$ cat config.mk
export PLATFORM = sky130hd
export DESIGN_NAME = mux_sel_arbiter
export DESIGN_NICKNAME = d
export VERILOG_FILES = /design/src/rtl/mux_sel_arbiter.sv
export SDC_FILE = /design/constraint.sdc
export NUM_CORES = 1
export LEC_CHECK = 0
export CAP_MARGIN = 25
export CELL_PAD_IN_SITES_DETAIL_PLACEMENT = 1
export CELL_PAD_IN_SITES_GLOBAL_PLACEMENT = 1
export CORE_MARGIN = 2
export CORE_UTILIZATION = 41
export CTS_BUF_LIST = sky130_fd_sc_hd__clkbuf_8
export DETAILED_ROUTE_END_ITERATION = 6
export GPL_ROUTABILITY_DRIVEN = 0
export GPL_TIMING_DRIVEN = 0
export PLACE_DENSITY = 0.91
export REMOVE_ABC_BUFFERS = 1
export SYNTH_ARGS = -nofsm -noshare
export SYNTH_HDL_FRONTEND = slang
export SYNTH_SLANG_ARGS = --single-unit
$ cat constraint.sdc
create_clock -name clk -period 3 [get_ports clk]
set_input_delay 0.6 -clock clk [delete_from_list [all_inputs] [get_ports clk]]
set_output_delay 0.6 -clock clk [all_outputs]
set_load 0.005 [all_outputs]
$ cat src/rtl/mux_sel_arbiter.sv
// ============================================================================
//  Module   : mux_sel_arbiter
//  Brief    : N-way request arbiter (fixed priority or round-robin, burst cap)
//             driving a registered one-hot grant and binary mux select.
//  Revision : 1.0  initial release
// ============================================================================
`default_nettype none

module mux_sel_arbiter #(
    parameter int N_REQ     = 3,
    parameter int SEL_W     = 2,
    parameter int RR_EN     = 1,
    parameter int MAX_BURST = 4
) (
    input  logic             clk,
    input  logic             rst,
    input  logic [N_REQ-1:0] req,
    input  logic             out_ready,
    output logic             out_valid,
    output logic [SEL_W-1:0] out_sel,
    output logic [N_REQ-1:0] gnt,
    output logic             proto_err
);

    localparam int c_CNT_W = $clog2(MAX_BURST + 1);

    typedef enum logic [0:0] {
        IDLE = 1'b0,
        BUSY = 1'b1
    } state_t;

    state_t             r_state;
    logic               r_valid;
    logic [SEL_W-1:0]   r_sel;
    logic [N_REQ-1:0]   r_gnt;
    logic               r_err;
    logic [c_CNT_W-1:0] r_beat_cnt;
    logic [SEL_W-1:0]   r_last_gnt;

    logic               w_pick_vld;
    logic [SEL_W-1:0]   w_pick_idx;
    logic [N_REQ-1:0]   w_pick_oh;
    logic               w_owner_req;
    logic               w_cap_hit;

    // Search starts just after the last owner in round-robin; fixed priority
    // starts after N_REQ-1, i.e. at index 0, so one loop serves both modes.
    always_comb begin : pick_logic
        int start;
        int idx;
        logic [N_REQ-1:0] probe;
        w_pick_vld = 1'b0;
        w_pick_idx = '0;
        w_pick_oh  = '0;
        start      = (RR_EN != 0) ? int'(r_last_gnt) : (N_REQ - 1);
        idx        = 0;
        probe      = '0;
        for (int k = 1; k <= N_REQ; k++) begin
            idx   = (start + k) % N_REQ;
            probe = {{(N_REQ-1){1'b0}}, 1'b1} << idx;
            if (!w_pick_vld && ((req & probe) != '0)) begin
                w_pick_vld = 1'b1;
                w_pick_idx = SEL_W'(idx);
                w_pick_oh  = probe;
            end
        end
    end

    assign w_owner_req = |(req & r_gnt);
    assign w_cap_hit   = (r_beat_cnt == c_CNT_W'(MAX_BURST - 1));

    always_ff @(posedge clk) begin
        if (rst) begin
            r_state    <= IDLE;
            r_valid    <= 1'b0;
            r_sel      <= '0;
            r_gnt      <= '0;
            r_err      <= 1'b0;
            r_beat_cnt <= '0;
            r_last_gnt <= SEL_W'(N_REQ - 1);
        end else begin
            case (r_state)
                IDLE: begin
                    if (w_pick_vld) begin
                        r_state    <= BUSY;
                        r_valid    <= 1'b1;
                        r_sel      <= w_pick_idx;
                        r_gnt      <= w_pick_oh;
                        r_beat_cnt <= '0;
                        r_last_gnt <= w_pick_idx;
                    end
                end
                BUSY: begin
                    // Owner withdrew while its beat is stalled; the beat stays up.
                    if (!out_ready && !w_owner_req) begin
                        r_err <= 1'b1;
                    end
                    if (out_ready) begin
                        if (!w_owner_req || w_cap_hit) begin
                            if (w_pick_vld) begin
                                r_sel      <= w_pick_idx;
                                r_gnt      <= w_pick_oh;
                                r_beat_cnt <= '0;
                                r_last_gnt <= w_pick_idx;
                            end else begin
                                r_state    <= IDLE;
                                r_valid    <= 1'b0;
                                r_gnt      <= '0;
                                r_beat_cnt <= '0;
                            end
                        end else begin
                            r_beat_cnt <= r_beat_cnt + 1'b1;
                        end
                    end
                end
                default: begin
                    r_state <= IDLE;
                    r_valid <= 1'b0;
                    r_gnt   <= '0;
                end
            endcase
        end
    end

    assign out_valid = r_valid;
    assign out_sel   = r_sel;
    assign gnt       = r_gnt;
    assign proto_err = r_err;

endmodule

`default_nettype wire

==> summary.md <==
| Metric | Value |
|---|---|
| Final worst path period share | `90.2%` |
| Area contributors post-synth | `dfxtp_1, ha_1, a222oi_1` |
| Bufs and invs on worst path | `1` |
| F_max | `369 MHz` |
| Commonest cells after routing, fill and taps aside | `dfxtp_1, clkdlybuf4s50_1, inv_1` |
| Crit Path Class | `primary input to flip-flop` |
| Ratio of cells with drive above 1 in the final layout | `around 11%` |
| Clk slew on worst S/H paths | `about 50 ps` |
| Post-synth EDFFs | `0` |
| Drt total wl | `2.00 mm` |
| DR iter-0 viols | `25` |
| Skew final | `~3.4 ps` |
| Post-cts sizing count | `0` |
| Drt wl/cell | `around 16 µm` |
| Post-synthesis instance total | `between 90 and 100` |
| Root buf cell | `clkbuf_8` |
| CORE AREA | `1920 µm²` |
| Antenna Nets Post-Route | `0` |
| GR Overflow Total | `0` |
| CTS hold repair buffers | `0` |
| CTS Buffer Depth | `2` |
| Critical path fanouts, max | `9` |
| Tightest Pin Transition | `around 950 ps` |
| Vias | `a little under 800` |
| Setup-failing EPs final | `0` |
| Startpoint Class | `primary input` |
| RSZ-0062 raised after global routing | `false` |
| Setup_tns | `0 ps` |
| Largest net degree at the start of global routing | `11` |
| Power, Total | `872 µW` |
| Dpl hpwl | `between 1 and 1.5 mm` |
| Reg2reg setup slack | `between 400 and 500 ps` |
| Crit-path leading delay family | `compound AO/OA/AOI/OAI gates` |
| # diodes | `0` |
| Crit-path cells | `clkdlybuf4s50_1 -> a222oi_1 -> and3_1 -> nor3_2 -> a22o_1` |
| Slew HR | `around 37%` |
| R2r startpoint | `r_last_gnt[0]` |
| Mapped Area | `between 800 and 900 µm²` |
| Synth unique cells | `40` |
| Seq/Total Area, Yosys | `approximately 30%` |
| Rows | `16` |
| Cts bufs inserted | `3` |
| Die height | `around 49 µm` |
| Crit path capture type | `flip-flop` |
| Full die area | `between 2000 and 2500 µm²` |
| Power Dens Cells | `slightly above 900 nW/µm²` |
| TritonRoute pass-1 iters | `5` |
| Main synth FF type | `dfxtp_1` |
| Hold WS | `483 ps` |
| Vias in the first global route | `805` |
| Levels on crit path | `5` |
| Die X | `48.7 µm` |
| Pleak | `roughly 0.00038 µW` |
| Synth Warn # | `0` |
| Critical path startpoint | `req[2]` |
| Syn avg cell area | `8.83 µm²` |
| VDD IR max | `roughly 0.4 mV` |
| Clock sink total | `12` |
| Maximum Capacitance Violations | `0` |
| CTS tree | `done` |
| Crit path required time | `between 3000 and 4000 ps` |
| Area Growth Syn to Fin | `16.0%` |
| Max Transition Viols Final | `0` |
| Total global-route track usage | `approximately 18%` |
| Filler instances | `~240` |
| Final min period | `2710 ps` |
| Status | `complete, no violations` |
| Hold crit path type | `flip-flop to flip-flop` |
| Post-CTS Setup Bufs | `0` |
| Endpoints failing hold | `0` |
| Number of synthesized register bits | `12` |
| Largest area contributor in the netlist | `dfxtp_1` |
| DRC viols | `0` |
| FF-to-FF path depth | `6` |
| DR vias/cell | `about 6.1` |
| Clk Latency, worst-skew pair | `roughly 240 ps` |
| Initial antenna violation count | `0` |
| Number of I/O pins | `13` |
| Slowest stage delay, CP | `about 900 ps` |
| IO Port Bufs | `12` |
| Nets | `about 110` |
| H-Tree Depth | `1` |
| Async SR Flop Fraction | `0%` |
| Worst EP arrival | `between 2000 and 3000 ps` |
| R2R Path End | `gnt[0]` |
| Initial Util | `between 40% and 50%` |
| Global-route wire length before repair | `~3.4 mm` |
| Crit path capture | `gnt[0]` |
| Critical-path top delay cell | `a222oi_1` |
| Yosys top cell area share | `~30%` |
-- worst reg2reg max path: stages (launching register included) --
cell	delay [ps]
dfxtp_1	400
inv_1	90
ha_1	390
a222oi_1	760
and3_1	460
nor3_2	90
a22o_1	240
-- worst min path at each step --
stage                             start            end  slack (ps)  depth (start not counted)
after floorplan           r_beat_cnt[2]  r_beat_cnt[2]         430                          1
after global placement    r_beat_cnt[2]  r_beat_cnt[2]         450                          1
after detailed placement      proto_err      proto_err         470                          2
after CTS                 r_beat_cnt[2]  r_beat_cnt[2]         490                          1
after global routing      r_beat_cnt[2]  r_beat_cnt[2]         510                          1
final                     r_beat_cnt[2]  r_beat_cnt[2]         480                          1
-- layout make-up --
class                      instances  area (µm²)  share of cell area, %
timing repair buffer              12         120                   12.6
sequential                        12         240                   25.2
clock buffer                       3        41.3                   4.34
inverter                          10        37.5                   3.94
tap                               27        33.8                   3.55
multi-input combinational         63         479                   50.3
-- synthesized netlist by cell type (2+ instances only) --
cell type / count
ha_1: 6
a31oi_1: 4
clkbuf_2: 2
o2bb2ai_1: 2
buf_4: 2
a221oi_1: 2
buf_6: 3
nor2_1: 5
a222oi_1: 4
nor3_2: 2
dfxtp_1: 12
a22o_1: 2
o21ai_0: 6
a22o_2: 2
a21oi_1: 2
inv_1: 10
nand2_1: 3
a22oi_1: 2
-- logic make-up after synthesis --
family | after synthesis | share of synthesized area [%]
AOI/OAI and AO/OA | 37 | 35.1
and+or+nand+nor | 20 | 14.2
buffers and inverters | 18 | 12.3
DFF | 12 | 29.3
adders and majority gates | 6 | 9.15
-- metal layers --
layer	vias up	routed length [µm]	global-route usage (%)
met3	0	110	5.86
met5	-	0	0
li1	370	-	-
met2	32	1040	32.6
met1	369	847	20.0
met4	0	0	4.76
-- flip-flops by register name (all words and copies together), names as in the netlist --
name        flops
gnt             3
r_beat_cnt      3
r_last_gnt      2
out_sel         1
out_valid       1
proto_err       1
r_state         1
-- stage by stage --
| stage | setup slack [ps] | instance area, µm² | instances | util (%) |
|---|---|---|---|---|
| 2_1_floorplan | 807 | 757 | 85 | - |
| 3_3_place_gp | 154 | 911 | 124 | 47.4 |
| 3_5_place_dp | 75.3 | 911 | 124 | 47.4 |
| 4_1_cts | 298 | 952 | 127 | 49.5 |
| 5_1_grt | 94.5 | 952 | 127 | 49.5 |
| 6_report | 293 | 952 | 127 | 49.5 |
-- power breakdown --
part           internal, µW  switching [µW]  total [µW]
Clock                  87.9            52.9         141
Combinational           221             266         487
Sequential              205            40.3         245
Note: power is estimated with default switching activity, not from simulation.
